[src/rtl/ps2_pkg.sv]
// Shared definitions for the PS/2 receive path: frame layout, FSM states and
// default timing constants.
package ps2_pkg;

  typedef enum logic [1:0] {
    IDLE,
    DATA,
    PARITY,
    STOP
  } ps2_state_e;

  localparam int PS2_FRAME_BITS         = 11;
  localparam int PS2_DATA_BITS          = PS2_FRAME_BITS - 3;  // minus start, parity, stop
  localparam int DEFAULT_FILTER_LEN     = 8;
  localparam int DEFAULT_TIMEOUT_CYCLES = 48000;
  localparam int DEFAULT_FIFO_DEPTH     = 4;

endpackage

[src/rtl/sync_fifo.sv]
// Single-clock first-word-fall-through FIFO with a registered head word.
// A push while full is accepted only when a pop happens in the same cycle.
module sync_fifo #(
  parameter int WIDTH = 8,
  parameter int DEPTH = 4
) (
  input  logic                       clk,
  input  logic                       rst_n,
  input  logic                       push,
  input  logic [WIDTH-1:0]           push_data,
  input  logic                       pop,
  output logic [WIDTH-1:0]           pop_data,
  output logic                       full,
  output logic                       empty,
  output logic [$clog2(DEPTH):0]     count
);

  localparam int AW = $clog2(DEPTH);

  logic [WIDTH-1:0] mem [DEPTH];
  logic [AW-1:0]    wr_ptr_reg;
  logic [AW-1:0]    rd_ptr_reg;
  logic [AW-1:0]    rd_ptr_next;
  logic [AW:0]      count_reg;
  logic [AW:0]      count_next;
  logic [WIDTH-1:0] head_reg;
  logic             do_push;
  logic             do_pop;

  assign full     = (count_reg == (AW+1)'(DEPTH));
  assign empty    = (count_reg == '0);
  assign count    = count_reg;
  assign pop_data = head_reg;

  assign do_pop  = pop && !empty;
  assign do_push = push && (!full || do_pop);

  always_comb begin
    rd_ptr_next = do_pop ? rd_ptr_reg + AW'(1) : rd_ptr_reg;
    count_next  = count_reg;
    case ({do_push, do_pop})
      2'b10:   count_next = count_reg + (AW+1)'(1);
      2'b01:   count_next = count_reg - (AW+1)'(1);
      default: count_next = count_reg;
    endcase
  end

  always_ff @(posedge clk) begin
    if (do_push) mem[wr_ptr_reg] <= push_data;
  end

  // Head is the registered read of the next head slot; a word being written
  // into that very slot bypasses the array.
  always_ff @(posedge clk or negedge rst_n) begin
    if (!rst_n) begin
      wr_ptr_reg <= '0;
      rd_ptr_reg <= '0;
      count_reg  <= '0;
      head_reg   <= '0;
    end else begin
      if (do_push) wr_ptr_reg <= wr_ptr_reg + AW'(1);
      rd_ptr_reg <= rd_ptr_next;
      count_reg  <= count_next;
      if (count_next != '0)
        head_reg <= (do_push && (wr_ptr_reg == rd_ptr_next)) ? push_data : mem[rd_ptr_next];
    end
  end

endmodule

[src/rtl/ps2_scancode_rx.sv]
// PS/2 keyboard receiver: pin synchronisation, clock deglitching, frame
// checking and a small byte FIFO feeding a valid/ready symbol stream.
module ps2_scancode_rx
  import ps2_pkg::*;
#(
  parameter int FILTER_LEN     = DEFAULT_FILTER_LEN,
  parameter int TIMEOUT_CYCLES = DEFAULT_TIMEOUT_CYCLES,
  parameter int FIFO_DEPTH     = DEFAULT_FIFO_DEPTH
) (
  input  logic       clk48,
  input  logic       rst_n,
  input  logic       ps2_clk,
  input  logic       ps2_dat,
  output logic [7:0] sym_data,
  output logic       sym_valid,
  input  logic       sym_ready,
  output logic       err_frame,
  output logic       err_overflow,
  input  logic       err_clr
);

  localparam int FCW = $clog2(FILTER_LEN + 1);
  localparam int TW  = $clog2(TIMEOUT_CYCLES + 1);
  localparam int CW  = $clog2(FIFO_DEPTH) + 1;

  logic           clk_meta_reg, clk_sync_reg;
  logic           dat_meta_reg, dat_sync_reg;
  logic           filt_reg;
  logic [FCW-1:0] fcnt_reg;
  logic           filt_flip;
  logic           fall_edge;

  ps2_state_e     state_reg;
  logic [2:0]     bit_cnt_reg;
  logic [7:0]     shift_reg;
  logic           parity_reg;
  logic [TW-1:0]  to_cnt_reg;
  logic           err_frame_reg;
  logic           err_ovf_reg;

  logic           timeout_hit;
  logic           good_frame;
  logic           frame_err;
  logic           pop;
  logic           fifo_push;
  logic           ovf_drop;
  logic           fifo_full;
  logic           fifo_empty;
  logic [CW-1:0]  fifo_count;
  logic [7:0]     fifo_head;

  // Filtered clock flips on the FILTER_LEN-th consecutive disagreeing sample.
  assign filt_flip = (clk_sync_reg != filt_reg) && (fcnt_reg == FCW'(FILTER_LEN - 1));
  assign fall_edge = filt_flip && filt_reg;

  always_ff @(posedge clk48 or negedge rst_n) begin
    if (!rst_n) begin
      clk_meta_reg <= 1'b1;
      clk_sync_reg <= 1'b1;
      dat_meta_reg <= 1'b1;
      dat_sync_reg <= 1'b1;
      filt_reg     <= 1'b1;
      fcnt_reg     <= '0;
    end else begin
      clk_meta_reg <= ps2_clk;
      clk_sync_reg <= clk_meta_reg;
      dat_meta_reg <= ps2_dat;
      dat_sync_reg <= dat_meta_reg;
      if (clk_sync_reg == filt_reg) begin
        fcnt_reg <= '0;
      end else if (filt_flip) begin
        filt_reg <= clk_sync_reg;
        fcnt_reg <= '0;
      end else begin
        fcnt_reg <= fcnt_reg + FCW'(1);
      end
    end
  end

  assign timeout_hit = (state_reg != IDLE) && !fall_edge &&
                       (to_cnt_reg == TW'(TIMEOUT_CYCLES - 1));
  assign good_frame  = fall_edge && (state_reg == STOP) && dat_sync_reg &&
                       (^{shift_reg, parity_reg});
  assign frame_err   = timeout_hit ||
                       (fall_edge && (state_reg == IDLE) && dat_sync_reg) ||
                       (fall_edge && (state_reg == STOP) && !good_frame);

  assign pop       = sym_valid && sym_ready;
  assign fifo_push = good_frame && (!fifo_full || pop);
  assign ovf_drop  = good_frame && !pop && (fifo_count == CW'(FIFO_DEPTH));

  always_ff @(posedge clk48 or negedge rst_n) begin
    if (!rst_n) begin
      state_reg     <= IDLE;
      bit_cnt_reg   <= '0;
      shift_reg     <= '0;
      parity_reg    <= 1'b0;
      to_cnt_reg    <= '0;
      err_frame_reg <= 1'b0;
      err_ovf_reg   <= 1'b0;
    end else begin
      // A fresh error in the same cycle as err_clr keeps the flag set.
      if (frame_err)    err_frame_reg <= 1'b1;
      else if (err_clr) err_frame_reg <= 1'b0;
      if (ovf_drop)     err_ovf_reg   <= 1'b1;
      else if (err_clr) err_ovf_reg   <= 1'b0;

      if (state_reg == IDLE || fall_edge) to_cnt_reg <= '0;
      else                                to_cnt_reg <= to_cnt_reg + TW'(1);

      if (timeout_hit) begin
        state_reg <= IDLE;
      end else if (fall_edge) begin
        case (state_reg)
          IDLE: begin
            if (!dat_sync_reg) begin
              state_reg   <= DATA;
              bit_cnt_reg <= '0;
            end
          end
          DATA: begin
            shift_reg   <= {dat_sync_reg, shift_reg[7:1]};
            bit_cnt_reg <= bit_cnt_reg + 3'd1;
            if (bit_cnt_reg == 3'(PS2_DATA_BITS - 1)) state_reg <= PARITY;
          end
          PARITY: begin
            parity_reg <= dat_sync_reg;
            state_reg  <= STOP;
          end
          STOP:    state_reg <= IDLE;
          default: state_reg <= IDLE;
        endcase
      end
    end
  end

  sync_fifo #(
    .WIDTH (8),
    .DEPTH (FIFO_DEPTH)
  ) u_fifo (
    .clk       (clk48),
    .rst_n     (rst_n),
    .push      (fifo_push),
    .push_data (shift_reg),
    .pop       (pop),
    .pop_data  (fifo_head),
    .full      (fifo_full),
    .empty     (fifo_empty),
    .count     (fifo_count)
  );

  assign sym_data     = fifo_head;
  assign sym_valid    = !fifo_empty;
  assign err_frame    = err_frame_reg;
  assign err_overflow = err_ovf_reg;

endmodule

[config.mk]
export PLATFORM = sky130hd
export DESIGN_NAME = ps2_scancode_rx
export DESIGN_NICKNAME = d
export VERILOG_FILES = /design/src/rtl/ps2_pkg.sv /design/src/rtl/sync_fifo.sv /design/src/rtl/ps2_scancode_rx.sv
export SDC_FILE = /design/constraint.sdc
export NUM_CORES = 1
export LEC_CHECK = 0
export BUFFER_PORTS_ARGS = -buffer_cell sky130_fd_sc_hd__buf_2
export CAP_MARGIN = 20
export CELL_PAD_IN_SITES_DETAIL_PLACEMENT = 1
export CELL_PAD_IN_SITES_GLOBAL_PLACEMENT = 2
export CORE_ASPECT_RATIO = 0.75
export CORE_MARGIN = 4
export CORE_UTILIZATION = 25
export DETAILED_ROUTE_END_ITERATION = 10
export GPL_TIMING_DRIVEN = 0
export PLACE_DENSITY = 0.47
export SLEW_MARGIN = 20
export SYNTH_ARGS = -nofsm -noshare
export SYNTH_HDL_FRONTEND = slang
export SYNTH_SLANG_ARGS = --single-unit
export TNS_END_PERCENT = 1
[constraint.sdc]
create_clock -name clk48 -period 4.9 [get_ports clk48]
set_clock_uncertainty 0.1 [all_clocks]
set_input_delay 0 -clock clk48 [delete_from_list [all_inputs] [get_ports clk48]]
set_output_delay 0 -clock clk48 [all_outputs]
set_load 0.05 [all_outputs]
**Word-level counts from Yosys, hierarchy flattened**

Memory sizes are Yosys's and may differ from the RTL's. A register that Yosys moved wholly into a read port is not among the register bits.
Cells that the tools add are included.
W data, S select, Z words.

- Register bits: 48
- Memory bits (writable): 32
- Input port bits: 6
- Word-level logic and storage cells: 98
- Memories: 1

Memories:

| memory | depth | width | rd ports | clocked after Yosys merged registers in | write ports | RTL line | text |
|---|---|---|---|---|---|---|---|
| u_fifo.mem | 4 | 8 | 1 | 1 | 1 | sync_fifo.sv:20 | `logic [WIDTH-1:0] mem [DEPTH];` |

- Add/subtract/negate cells: 7
- Equal/unequal tests: 14
- Mux-type cells: 17
- Bitwise gates (word level): 2
- Reductions and logical operators: 41

Operator list:

| kind | number |
|---|---|
| $add A16 B1 Y16 const B | 1 |
| $eq A16 B16 Y1 const B | 1 |
| $logic_and A1 B1 Y1 | 16 |
| $mux W16 | 1 |
| $pmux W3 S2 | 2 |
| $mux W2 | 5 |
| $reduce_bool A2 Y1 | 5 |
| $reduce_and A3 Y1 | 3 |
| $reduce_xor A9 Y1 | 1 |
| $mux W4 | 2 |
| $pmux W2 S4 | 1 |
| $add A3 B1 Y3 const B | 2 |
| $eq A2 B2 Y1 const B | 3 |
| $eq A3 B3 Y1 const B | 2 |
| $logic_not A1 Y1 | 6 |
| $ne A3 B3 Y1 const B | 2 |
| $logic_or A1 B1 Y1 | 5 |
| $mux W1 | 5 |
| $add A2 B1 Y2 const B | 2 |
| $add A4 B1 Y4 const B | 1 |
| $eq A2 B1 Y1 const B | 2 |
| $eq A4 B3 Y1 const B | 1 |
| $reduce_and A4 Y1 | 1 |
| $logic_not A3 Y1 | 1 |
| other kinds (9) | 10 |

**Depth between registers and ports, before layout**

Gate-level depths: netlist of the first run.

- Depth in word-level cells: 11
- Depth in mapped cells: 19
- Mapped depth without buffers: 15

**Cells and area by module**

A second synthesis of the first run with hierarchy kept.

- Cells, all modules: 373
- Area total of the unflattened synthesis: 4535.6 sq um

Modules (own cells, without submodules):

| module | instances | cells an instance | area each (sq um) | sequential area each (sq um) |
|---|---|---|---|---|
| sync_fifo | 1 | 185 | 2497.4 | 1336.3 |
| ps2_scancode_rx | 1 | 188 | 2038.2 | 1032.2 |

**Worst setup path before layout of the first run**

No wires, ideal clock.

- Path kind: register to register
- Start point: reg fcnt_reg[0]
- End point: reg u_fifo.head_reg[5] (netlist: u_fifo.pop_data[5]) (read register of u_fifo.mem)
- Arrival: 3.422 ns
- Path slack: 1.301 ns
- Cell stages (with the launch flop): 20
- Buffers on the path: 4
- Period minus slack after synthesis: 3.599 ns
- Cells stage by stage: dfrtp_1 > ha_1 > and3b_1 > and3b_1 > buf_2 > and3_1 > and3_1 > clkbuf_1 > inv_1 > ha_1 > inv_1 > fa_1 > xor2_1 > nor2_1 > xor2_1 > nand2b_1 > buf_1 > clkbuf_1 > nor2_1 > a21oi_1

- Cells in the longest elaborated chain, start to end: 11
- Elaborated cells on any way between the ends: 12
- Classes of those cells: 3 x eq/ne; 1 x mux; 8 x reduce/logical

RTL lines:

| element | RTL line | text |
|---|---|---|
| start, declared | ps2_scancode_rx.sv:29 | `logic [FCW-1:0] fcnt_reg;` |
| start signal, assigned | ps2_scancode_rx.sv:75 | `fcnt_reg <= fcnt_reg + FCW'(1);` |
| $eq A4 B3 Y1 (*) | ps2_scancode_rx.sv:53 | `assign filt_flip = (clk_sync_reg != filt_reg) && (fcnt_reg == FCW'(FILTER_LEN - 1));` |
| $logic_and A1 B1 Y1 (*) | ps2_scancode_rx.sv:53 |  |
| $logic_and A1 B1 Y1 (*) | ps2_scancode_rx.sv:54 | `assign fall_edge = filt_flip && filt_reg;` |
| $logic_and A1 B1 Y1 (*) (3 in series) | ps2_scancode_rx.sv:82 | `assign good_frame = fall_edge && (state_reg == STOP) && dat_sync_reg &&` |
| $logic_and A1 B1 Y1 (*) | ps2_scancode_rx.sv:89 | `assign fifo_push = good_frame && (!fifo_full \|\| pop);` |
| $logic_and A1 B1 Y1 (*) | sync_fifo.sv:36 | `assign do_push = push && (!full \|\| do_pop);` |
| $eq A2 B1 Y1 or $eq A2 B2 Y1 (tied branches) | sync_fifo.sv:41 | `case ({do_push, do_pop})` |
| $pmux W3 S2 (*) | sync_fifo.sv:41 |  |
| net u_fifo.count_next[2] | sync_fifo.sv:25 | `logic [AW:0] count_next;` |
| $reduce_bool A3 Y1 (*) | sync_fifo.sv:64 | `if (count_next != '0)` |
| end, declared | sync_fifo.sv:26 | `logic [WIDTH-1:0] head_reg;` |

Mark *: on every way through the listed nets, which the timed path passes. The rest lies on a longest branch.
A chain may end at the register's enable or synchronous reset.

**Worst setup path after layout of the first run**

- Start point: reg fcnt_reg[0]
- End point: reg u_fifo.head_reg[6] (netlist: u_fifo.pop_data[6]) (read register of u_fifo.mem)

The elaborated chain is that of the path after synthesis.

==> results of run 1 <==
==> power by group <==
group          switching [mW]  internal (mW)  total (mW)
Clock                   0.283          0.354       0.637
Sequential             0.0120          0.778       0.790
Combinational          0.0270         0.0233      0.0502
==> final timing paths <==
path | start | endpoint | slack [ps] | cells past startpoint
max | fcnt_reg[0]$_DFF_PN0_ | u_fifo.pop_data[6]$_DFFE_PN0P_ | 660 | 19
min | sym_ready | u_fifo.rd_ptr_reg[0]$_DFF_PN0_ | 50 | 4
min in group asynchronous | rst_n | to_cnt_reg[3]$_DFF_PN0_ | 80 | 3
max reg2reg | fcnt_reg[0]$_DFF_PN0_ | u_fifo.pop_data[6]$_DFFE_PN0P_ | 660 | 19
min reg2reg | dat_meta_reg$_DFF_PN1_ | dat_sync_reg$_DFF_PN1_ | 260 | 0
max in group asynchronous | rst_n | u_fifo.pop_data[3]$_DFFE_PN0P_ | 3670 | 3
==> through the flow <==
| stage | power, mW | hold WS [ps] | cells |
|---|---|---|---|
| finish | 1.477 | 53.49 | 616 |
| CTS | 1.518 | 36.95 | 616 |
| detailed placement | 0.8537 | -222.1 | 594 |
| global route | 1.556 | 83.67 | 616 |
| floorplan | 0.8276 | -395.6 | 362 |
| global placement | 0.8488 | 7.427 | 593 |
==> cell families after synthesis <==
kind of cell | after synthesis | synth area share [%]
XOR/XNOR | 28 | 6.254
AND/OR/NAND/NOR | 119 | 14.15
buffers and inverters | 33 | 3.376
adder cells (fa/ha/maj) | 14 | 4.287
multiplexers | 27 | 6.870
flip-flops | 88 | 55.58
AO/OA/AOI/OAI | 53 | 9.484
==> worst max-delay path, stage by stage, from the launching register on <==
cell,delay [ps]
dfrtp_1,390
ha_1,240
and3b_1,220
and3b_1,180
buf_2,160
and3_1,220
and3_1,190
clkbuf_1,190
inv_1,100
ha_1,190
inv_1,60
fa_1,380
xor2_1,150
nor2_1,130
xor2_1,190
nand2b_1,130
buf_1,400
clkbuf_2,350
nor2_1,70
a21oi_1,110
==> Yosys cell counts (2+ instances only) <==
cell	number	share of area, %
a21oi_1	11	1.3
a22oi_1	8	1.4
a32o_1	2	0.47
and2_1	4	0.59
and3_1	4	0.59
and3b_1	2	0.41
buf_1	3	0.26
buf_2	7	0.82
clkbuf_1	6	0.53
dfrtp_1	51	30
dfstp_2	5	3.1
edfxtp_1	32	23
ha_1	13	3.8
inv_1	14	1.2
mux2_2	18	4.8
mux2i_1	9	2.1
nand2_1	16	1.4
nand2b_1	2	0.29
nand3_1	9	1.1
nand3b_1	9	1.6
nor2_1	40	3.5
nor3_1	14	1.6
o21ai_0	7	0.82
o221ai_1	8	1.6
o31ai_1	8	1.4
or3_1	12	1.8
xnor2_1	17	3.5
xor2_1	9	1.8
==> layout make-up <==
| type | count | area, um2 | area share (%) |
|---|---|---|---|
| Buffer | 18 | 88.84 | 1.788 |
| Clock buffer | 12 | 246.5 | 4.961 |
| Clock inverter | 4 | 20.02 | 0.4029 |
| Inverter | 15 | 56.30 | 1.133 |
| Multi-Input combinational cell | 241 | 1749 | 35.21 |
| Sequential cell | 88 | 2369 | 47.67 |
| Tap cell | 215 | 269.0 | 5.414 |
| Timing Repair Buffer | 23 | 170.2 | 3.425 |
==> routing by layer <==
layer / routed length [um] / track usage, % / up-vias
met4: 102 / 2.927 / 0
met5: 0 / 0 / -
li1: - / - / 1365
met3: 363 / 3.565 / 6
met1: 5986 / 17.91 / 1494
met2: 4909 / 18.68 / 29
==> what timing repair did <==
action	CTS	global route
setup endpoints to repair	0	2
hold endpoints to repair	60	0
hold buffers	6	0
gates resized for setup	0	2
==> results.md, run 1 <==
- Mapped Nets: 382
- Deepest clock path buffer count: 2
- Core Box Area: 16,770 um2
- DR vias: 2,894
- Worst ir drop on vdd: 0.0001626 V
- Hold Path Class: primary input to flip-flop
- Period Utilization, post-route: 86.49%
- DRC: 0
- Placed Area: 4641 um2
- Nets: 416
- Fin area: 4969 um2
- RSZ-0062 raised after global routing: no
- Syn Std Cell Area: 4262 um2
- Max-Cap Viols: 0
- Final min period: 4238 ps
- Most frequent cells in the layout: dfrtp_1, nor2_1, edfxtp_1, buf_2, mux2_2
- Final Hold Fails: 0
- First-pass iteration count of the detailed router: 4
- Routed length per instance: 18.44 um
- TNS Setup: 0 ps
- Site Rows: 41
- RD Place Congestion: 0.7234
- CTS HTree Levels: 3
- Worst Setup Start Kind: flip-flop
- Leakage: 2.073 nW
- Endpoints failing setup: 0
- Die area: 19,220 um2
- TritonCTS Buffers: 9
- Post-DP HPWL: 7712 um
- Clk Latency, worst-skew pair: 340 ps
- Clk slew on worst S/H paths: 60 ps
- Antenna-violating nets left: 0
- Die Wd: 158.8 um
- Mean Syn Cell Area: 11.77 um2
- Area grow syn2layout: 16.59%
- Critical path type: flip-flop to flip-flop
- Status: complete, no violations
- DRT iter0 DRCs: 122
- Seq/Total Area, Yosys: 55.58%
- Starting Density: 25.40%
- CTS tree: done
- Total gr overflow: 0
- Final Worst Setup Slack: 662.1 ps
- Top_reg_cell synth: dfrtp_1
- Util after Layout: 29.62%
- Die Span Y: 121.1 um
- FILL cells: 1,848
- YS warnings: 0
- First-pass GRT wire length: 18,140 um
- Leading cell type in the layout, fill and taps excluded: dfrtp_1
- Post-DR vias/cell: 4.698
- Crit path required time: 5070 ps
- Post-synth EDFFs: 32
- Setup slack after placement: 380.6 ps
- Initial antenna violation count: 0
- Crit end category: flip-flop
- Vias in the first global route: 3,106
- Worst slew pin tran: 604.4 ps
- Number of flip-flops in the largest register: 32
- CP Max Fanout: 10
- Number of distinct library cells after synthesis: 50
- Clock root buffer: clkbuf_16
- Setup bufs post-CTS: 0
- IO Port Bufs: 16
- Pwr per Cell Area: 297.2 nW/um2
- Final max-slew violation count: 0
- Worst Path Arrival: 4400 ps
- Top Ports: 17
- Layout cells sized above 1: 17.71%
- Synth Register Bits: 88
- Cells after Synth: 362
- Gr usage total: 12.48%
- Largest net degree at the start of global routing: 47
- Rel. slew slack: 59.37%
- Total wire length: 11,360 um
- Async S/R FF share, synth: 63.64%
- Number of diodes: 0
- Max Clk Rate: 0.2360 GHz
- Sink Count: 88
Note: power is estimated with default switching activity, not from simulation.
==> inputs of run 2 (changes only) <==
==> constraint.sdc (replaced) <==
create_clock -name clk48 -period 5.1 [get_ports clk48]
set_clock_uncertainty 0.1 [all_clocks]
set_input_delay 0 -clock clk48 [delete_from_list [all_inputs] [get_ports clk48]]
set_output_delay 0 -clock clk48 [all_outputs]
set_load 0.05 [all_outputs]
==> run 2 against run 1 <==
Effect of this change:
- worst setup slack improved by 49 ps
- critical path depth decreased by 1
- register-to-register slack better by 50 ps
- combinational power fell by 4%
- clock power is 3.9% lower
- die area unchanged
- hold slack unchanged
- final cell count unchanged
- power is 3.9% lower
- routed wire length is essentially flat
- global-route usage is the same
- largest cell class unchanged
- largest power group unchanged
==> results.md, run 2 (synthesis gave the netlist of run 1 again) <==
- Top Ports: 17
- Combinational power share: 3.4%
- Number of flip-flops in the largest register: 32
- Largest net degree at the start of global routing: 47
- Period Utilization, post-route: 86.06%
- CTS HTree Levels: 3
- Worst Setup Start Kind: flip-flop
- Max-Cap Viols: 0
- Antenna-violating nets left: 0
- Internal: 1.110 mW
- Site Rows: 41
- Hold Path Class: primary input to flip-flop
- Leakage: 2.070 nW
- Rel. slew slack: 59.37%
- Layout cells sized above 1: 17.46%
- Critical path type: flip-flop to flip-flop
- FILL cells: 1,849
- Clock network fraction of total power: 43.1%
- Final Hold Fails: 0
- First-pass GRT wire length: 18,140 um
- Max Clk Rate: 0.2279 GHz
- DRT iter0 DRCs: 123
- Switching share of power: 21.79%
- CTS tree: done
- Worst ir drop on vdd: 0.0001562 V
- TNS Setup: 0 ps
- TritonCTS Buffers: 9
- IO Port Bufs: 16
- First-pass iteration count of the detailed router: 4
- CP Max Fanout: 10
- Sink Count: 88
- Hold_ws: 53.49 ps
- Leading cell type in the layout, fill and taps excluded: dfrtp_1
- DR vias: 2,894
- Number of diodes: 0
- Global route hottest layer: met2
- Routed length per instance: 18.44 um
- Deepest clock path buffer count: 2
- Nets: 416
- Sequential power share: 53.5%
- Clock root buffer: clkbuf_16
- Met3 Use GR: 3.565%
- Clk Latency, worst-skew pair: 340 ps
- Pwr per Cell Area: 285.6 nW/um2
- Psw: 0.3091 mW
- Final max-slew violation count: 0
- Die Wd: 158.8 um
- Setup bufs post-CTS: 0
- Final min period: 4389 ps
- Met2 capacity usage during global routing: 18.68%
- RD Place Congestion: 0.7234
- Post-DR vias/cell: 4.698
- GRT met1 Usage: 17.91%
- Die area: 19,220 um2
- Gr usage total: 12.48%
- Core Box Area: 16,770 um2
- Clk slew on worst S/H paths: 60 ps
- Total wire length: 11,360 um
- Status: complete, no violations
- Die Span Y: 121.1 um
- Worst slew pin tran: 604.4 ps
- Worst Path Arrival: 4480 ps
- Most frequent cells in the layout: dfrtp_1, nor2_1, edfxtp_1, buf_2, mux2_2
- CTS resizes: 0
- Post-DP HPWL: 7712 um
- Starting Density: 25.40%
- Initial antenna violation count: 0
- DRC: 0
- Vias in the first global route: 3,106
- Crit end category: flip-flop
- Total gr overflow: 0
- Area grow syn2layout: 16.56%
- RSZ-0062 raised after global routing: no
- Crit path required time: 5190 ps
- Endpoints failing setup: 0
run 2: cell counts in the layout (fill, tap and decap cells not counted):
Identical to the previous run, type by type.
run 2: final cells by class:
type	count	area, um2	share of cell area, %
flip-flops and latches	88	2369	47.68
clock buffers	12	246.5	4.962
multi-input cells	241	1749	35.21
inverters	15	56.30	1.134
plain buffers	18	87.58	1.763
clock inverters	4	20.02	0.4030
well taps	215	269.0	5.416
repair buffers	23	170.2	3.426
run 2: stage by stage:
step	setup slack, ps	total power [mW]	std cells	instance area, um2	utilization, %
global placement	668.0	0.8155	593	4611	27.49
finish	711.2	1.419	616	4967	29.61
global route	187.6	1.495	616	4967	29.61
detailed placement	580.6	0.8203	594	4641	27.66
floorplan	1501	0.7951	362	4262	-
CTS	544.9	1.458	616	4967	29.61
run 2: worst paths after layout:
kind / startpoint / endpoint / slack [ps] / cells past startpoint
setup / recovery: fcnt_reg[0]$_DFF_PN0_ / u_fifo.pop_data[1]$_DFFE_PN0P_ / 710 / 18
hold / removal: sym_ready / u_fifo.rd_ptr_reg[0]$_DFF_PN0_ / 50 / 4
setup reg to reg: fcnt_reg[0]$_DFF_PN0_ / u_fifo.pop_data[1]$_DFFE_PN0P_ / 710 / 18
hold reg to reg: dat_meta_reg$_DFF_PN1_ / dat_sync_reg$_DFF_PN1_ / 260 / 0
max in group asynchronous: rst_n / u_fifo.pop_data[3]$_DFFE_PN0P_ / 3860 / 3
min in group asynchronous: rst_n / to_cnt_reg[3]$_DFF_PN0_ / 80 / 3
run 2: what timing repair did:
| action | CTS | global route |
|---|---|---|
| hold buffers | 6 | 0 |
| endpoints found under the hold margin | 60 | 0 |
| setup endpoints to repair | 0 | 0 |
run 2: worst max-delay path: stages (launching register included):
cell	delay, ps
dfrtp_1	390
ha_1	240
and3b_1	220
and3b_1	180
buf_2	160
and3_1	220
and3_1	190
clkbuf_1	190
inv_1	100
ha_1	190
inv_1	60
fa_1	380
xor2_1	150
nor2_1	130
xor2_1	190
nand2b_1	130
buf_1	400
clkbuf_1	470
a21oi_1	140
run 2: power by group through the flow:
stage | Clock, mW | Combinational (mW) | Sequential (mW)
4_1_cts | 0.648 | 0.0512 | 0.759
6_report | 0.612 | 0.0483 | 0.759
2_1_floorplan | 0 | 0.0253 | 0.770
3_5_place_dp | 0 | 0.0475 | 0.773
3_3_place_gp | 0 | 0.0432 | 0.772
5_1_grt | 0.677 | 0.0568 | 0.761
run 2: metal layers:
layer,wire (um),up-vias
li1,-,1366
met1,5983,1493
met2,4908,29
met3,363,6
met4,102,0
met5,0,-
==> inputs of run 3 (changes only) <==
--- a/config.mk
+++ b/config.mk
@@ -6,7 +6,6 @@
 export NUM_CORES = 1
 export LEC_CHECK = 0
 export BUFFER_PORTS_ARGS = -buffer_cell sky130_fd_sc_hd__buf_2
-export CAP_MARGIN = 20
 export CELL_PAD_IN_SITES_DETAIL_PLACEMENT = 1
 export CELL_PAD_IN_SITES_GLOBAL_PLACEMENT = 2
 export CORE_ASPECT_RATIO = 0.75
==> constraint.sdc (replaced) <==
create_clock -name clk48 -period 5.1 [get_ports clk48]
set_clock_uncertainty 0.1 [all_clocks]
set_input_delay 0.255 -clock clk48 [delete_from_list [all_inputs] [get_ports clk48]]
set_output_delay 0.255 -clock clk48 [all_outputs]
set_load 0.05 [all_outputs]
==> run 3 against run 2 <==
Effect of this change:
- worst setup slack gained 5.7 ps
- via count shrank 0.59%
- count of clock-buffer cells in the layout is the same
- power is essentially flat
- first-iteration DRC count shrank 18%
- critical endpoint unchanged
- hold slack gained 150 ps
- die area is the same
- clock power is essentially flat
- final area shrank 0.40%
==> results.md, run 3 (synthesis gave the netlist of run 1 again) <==
- Deepest clock path buffer count: 2
- Vias in the first global route: 3,092
- Post-DR vias/cell: 4.686
- Post-DP HPWL: 7712 um
- Site Rows: 41
- Gr usage total: 12.47%
- Rel. slew slack: 59.03%
- Final max-slew violation count: 0
- Clock network fraction of total power: 43.1%
- Internal: 1.109 mW
- Largest net degree at the start of global routing: 47
- Number of diodes: 0
- Starting Density: 25.40%
- Clock root buffer: clkbuf_16
- Hold_ws: 200.8 ps
- Worst Path Arrival: 4480 ps
- First-pass iteration count of the detailed router: 4
- R2R Path Start: fcnt_reg[0]$_DFF_PN0_
- Worst ir drop on vdd: 0.0001561 V
- Top Ports: 17
- Clk slew on worst S/H paths: 60 ps
- Switching share of power: 21.80%
- Most frequent cells in the layout: dfrtp_1, nor2_1, edfxtp_1, buf_2, mux2_2
- Crit end category: flip-flop
- Die area: 19,220 um2
- Worst slew pin tran: 609.4 ps
- Leakage: 2.059 nW
- Status: complete, no violations
- RD Place Congestion: 0.7234
- DRT iter0 DRCs: 101
- Initial antenna violation count: 0
- Layout cells sized above 1: 17.54%
- CTS HTree Levels: 3
- Antenna-violating nets left: 0
- Sink Count: 88
- Die Wd: 158.8 um
- TritonCTS Buffers: 9
- Area grow syn2layout: 16.09%
- Worst Setup Start Kind: flip-flop
- Leading cell type in the layout, fill and taps excluded: dfrtp_1
- Final Hold Fails: 0
- DRC: 0
- CTS tree: done
- Core Box Area: 16,770 um2
- IO Port Bufs: 16
- DR vias: 2,877
- Combinational power share: 3.4%
- Max Clk Rate: 0.2281 GHz
- Total wire length: 11,410 um
- TNS Setup: 0 ps
- Crit path required time: 5190 ps
- Critical path type: flip-flop to flip-flop
- CP Max Fanout: 10
- Pwr per Cell Area: 286.7 nW/um2
- Setup bufs post-CTS: 0
- Routed length per instance: 18.58 um
- Final min period: 4383 ps
- Endpoints failing setup: 0
- Total gr overflow: 0
- Period Utilization, post-route: 85.94%
- Die Span Y: 121.1 um
- Hold Path Class: primary input to flip-flop
- Hold_sp: sym_ready
- Sequential power share: 53.5%
- Nets: 414
- Number of flip-flops in the largest register: 32
- Max-Cap Viols: 0
- Clk Latency, worst-skew pair: 340 ps
- Crit path from: fcnt_reg[0]$_DFF_PN0_
- Psw: 0.3092 mW
- First-pass GRT wire length: 18,120 um
- RSZ-0062 raised after global routing: no
- FILL cells: 1,849
## run 3: cell count changes in the layout (fill, tap and decap cells not counted)
| cell | before | now |
|---|---|---|
| dlygate4sd3_1 | 6 | 4 |
## run 3: critical path, stage by stage (launching register included)
cell and delay, ps:
dfrtp_1 390, ha_1 240, and3b_1 220, and3b_1 180, buf_2 160, and3_1 220
and3_1 190, clkbuf_1 180, inv_1 100, ha_1 190, inv_1 60, fa_1 380
xor2_1 150, nor2_1 130, xor2_1 190, nand2b_1 130, buf_1 400, clkbuf_1 470
a21oi_1 140
## run 3: per-stage QoR
| stage | power, mW | cells | instance area (um2) | setup slack, ps | util [%] |
|---|---|---|---|---|---|
| 4_1_cts | 1.458 | 614 | 4947 | 544.9 | 29.49 |
| 3_3_place_gp | 0.8155 | 593 | 4611 | 668.0 | 27.49 |
| 2_1_floorplan | 0.7951 | 362 | 4262 | 1501 | - |
| 5_1_grt | 1.494 | 614 | 4947 | 186.8 | 29.49 |
| 3_5_place_dp | 0.8203 | 594 | 4641 | 580.6 | 27.66 |
| 6_report | 1.418 | 614 | 4947 | 716.8 | 29.49 |
## run 3: area by class of cell
type / count / area (um2) / area share [%]
buffer: 18 / 87.58 / 1.770
clock buffer: 12 / 246.5 / 4.982
clock inverter: 4 / 20.02 / 0.4047
inverter: 15 / 56.30 / 1.138
multi-input combinational: 241 / 1749 / 35.36
sequential: 88 / 2369 / 47.88
tap: 215 / 269.0 / 5.438
timing repair buffer: 21 / 150.1 / 3.035
## run 3: power by group through the flow
stage                     clock network (mW)  logic, mW  registers (mW)
final                                  0.612     0.0477           0.759
after global routing                   0.677     0.0562           0.761
after CTS                              0.648     0.0505           0.759
after detailed placement                   0     0.0475           0.773
after global placement                     0     0.0432           0.772
after floorplan                            0     0.0253           0.770
## run 3: what timing repair did
| item | in CTS | in global routing |
|---|---|---|
| setup endpoints to repair | 0 | 0 |
| hold buffers | 4 | 0 |
| gates resized for setup | 0 | 0 |
| hold endpoints to repair | 54 | 0 |
## run 3: final timing paths
check | to | slack (ps) | depth (start not counted)
max | u_fifo.pop_data[1]$_DFFE_PN0P_ | 720 | 18
min | err_overflow$_DFFE_PN0P_ | 200 | 3
max reg2reg | u_fifo.pop_data[1]$_DFFE_PN0P_ | 720 | 18
min reg2reg | dat_sync_reg$_DFF_PN1_ | 260 | 0
max in group asynchronous | filt_reg$_DFFE_PN1P_ | 4130 | 3
min in group asynchronous | u_fifo.rd_ptr_reg[0]$_DFF_PN0_ | 210 | 2
## run 3: per-layer routing
layer | share of wire [%] | global-route usage [%] | up-vias | routed length, um
met2 | 43 | 18.65 | 33 | 4895
met5 | 0 | 0 | - | 0
li1 | - | - | 1363 | -
met4 | 0.87 | 2.927 | 0 | 99
met3 | 3.5 | 3.565 | 5 | 396
met1 | 53 | 17.91 | 1476 | 6017
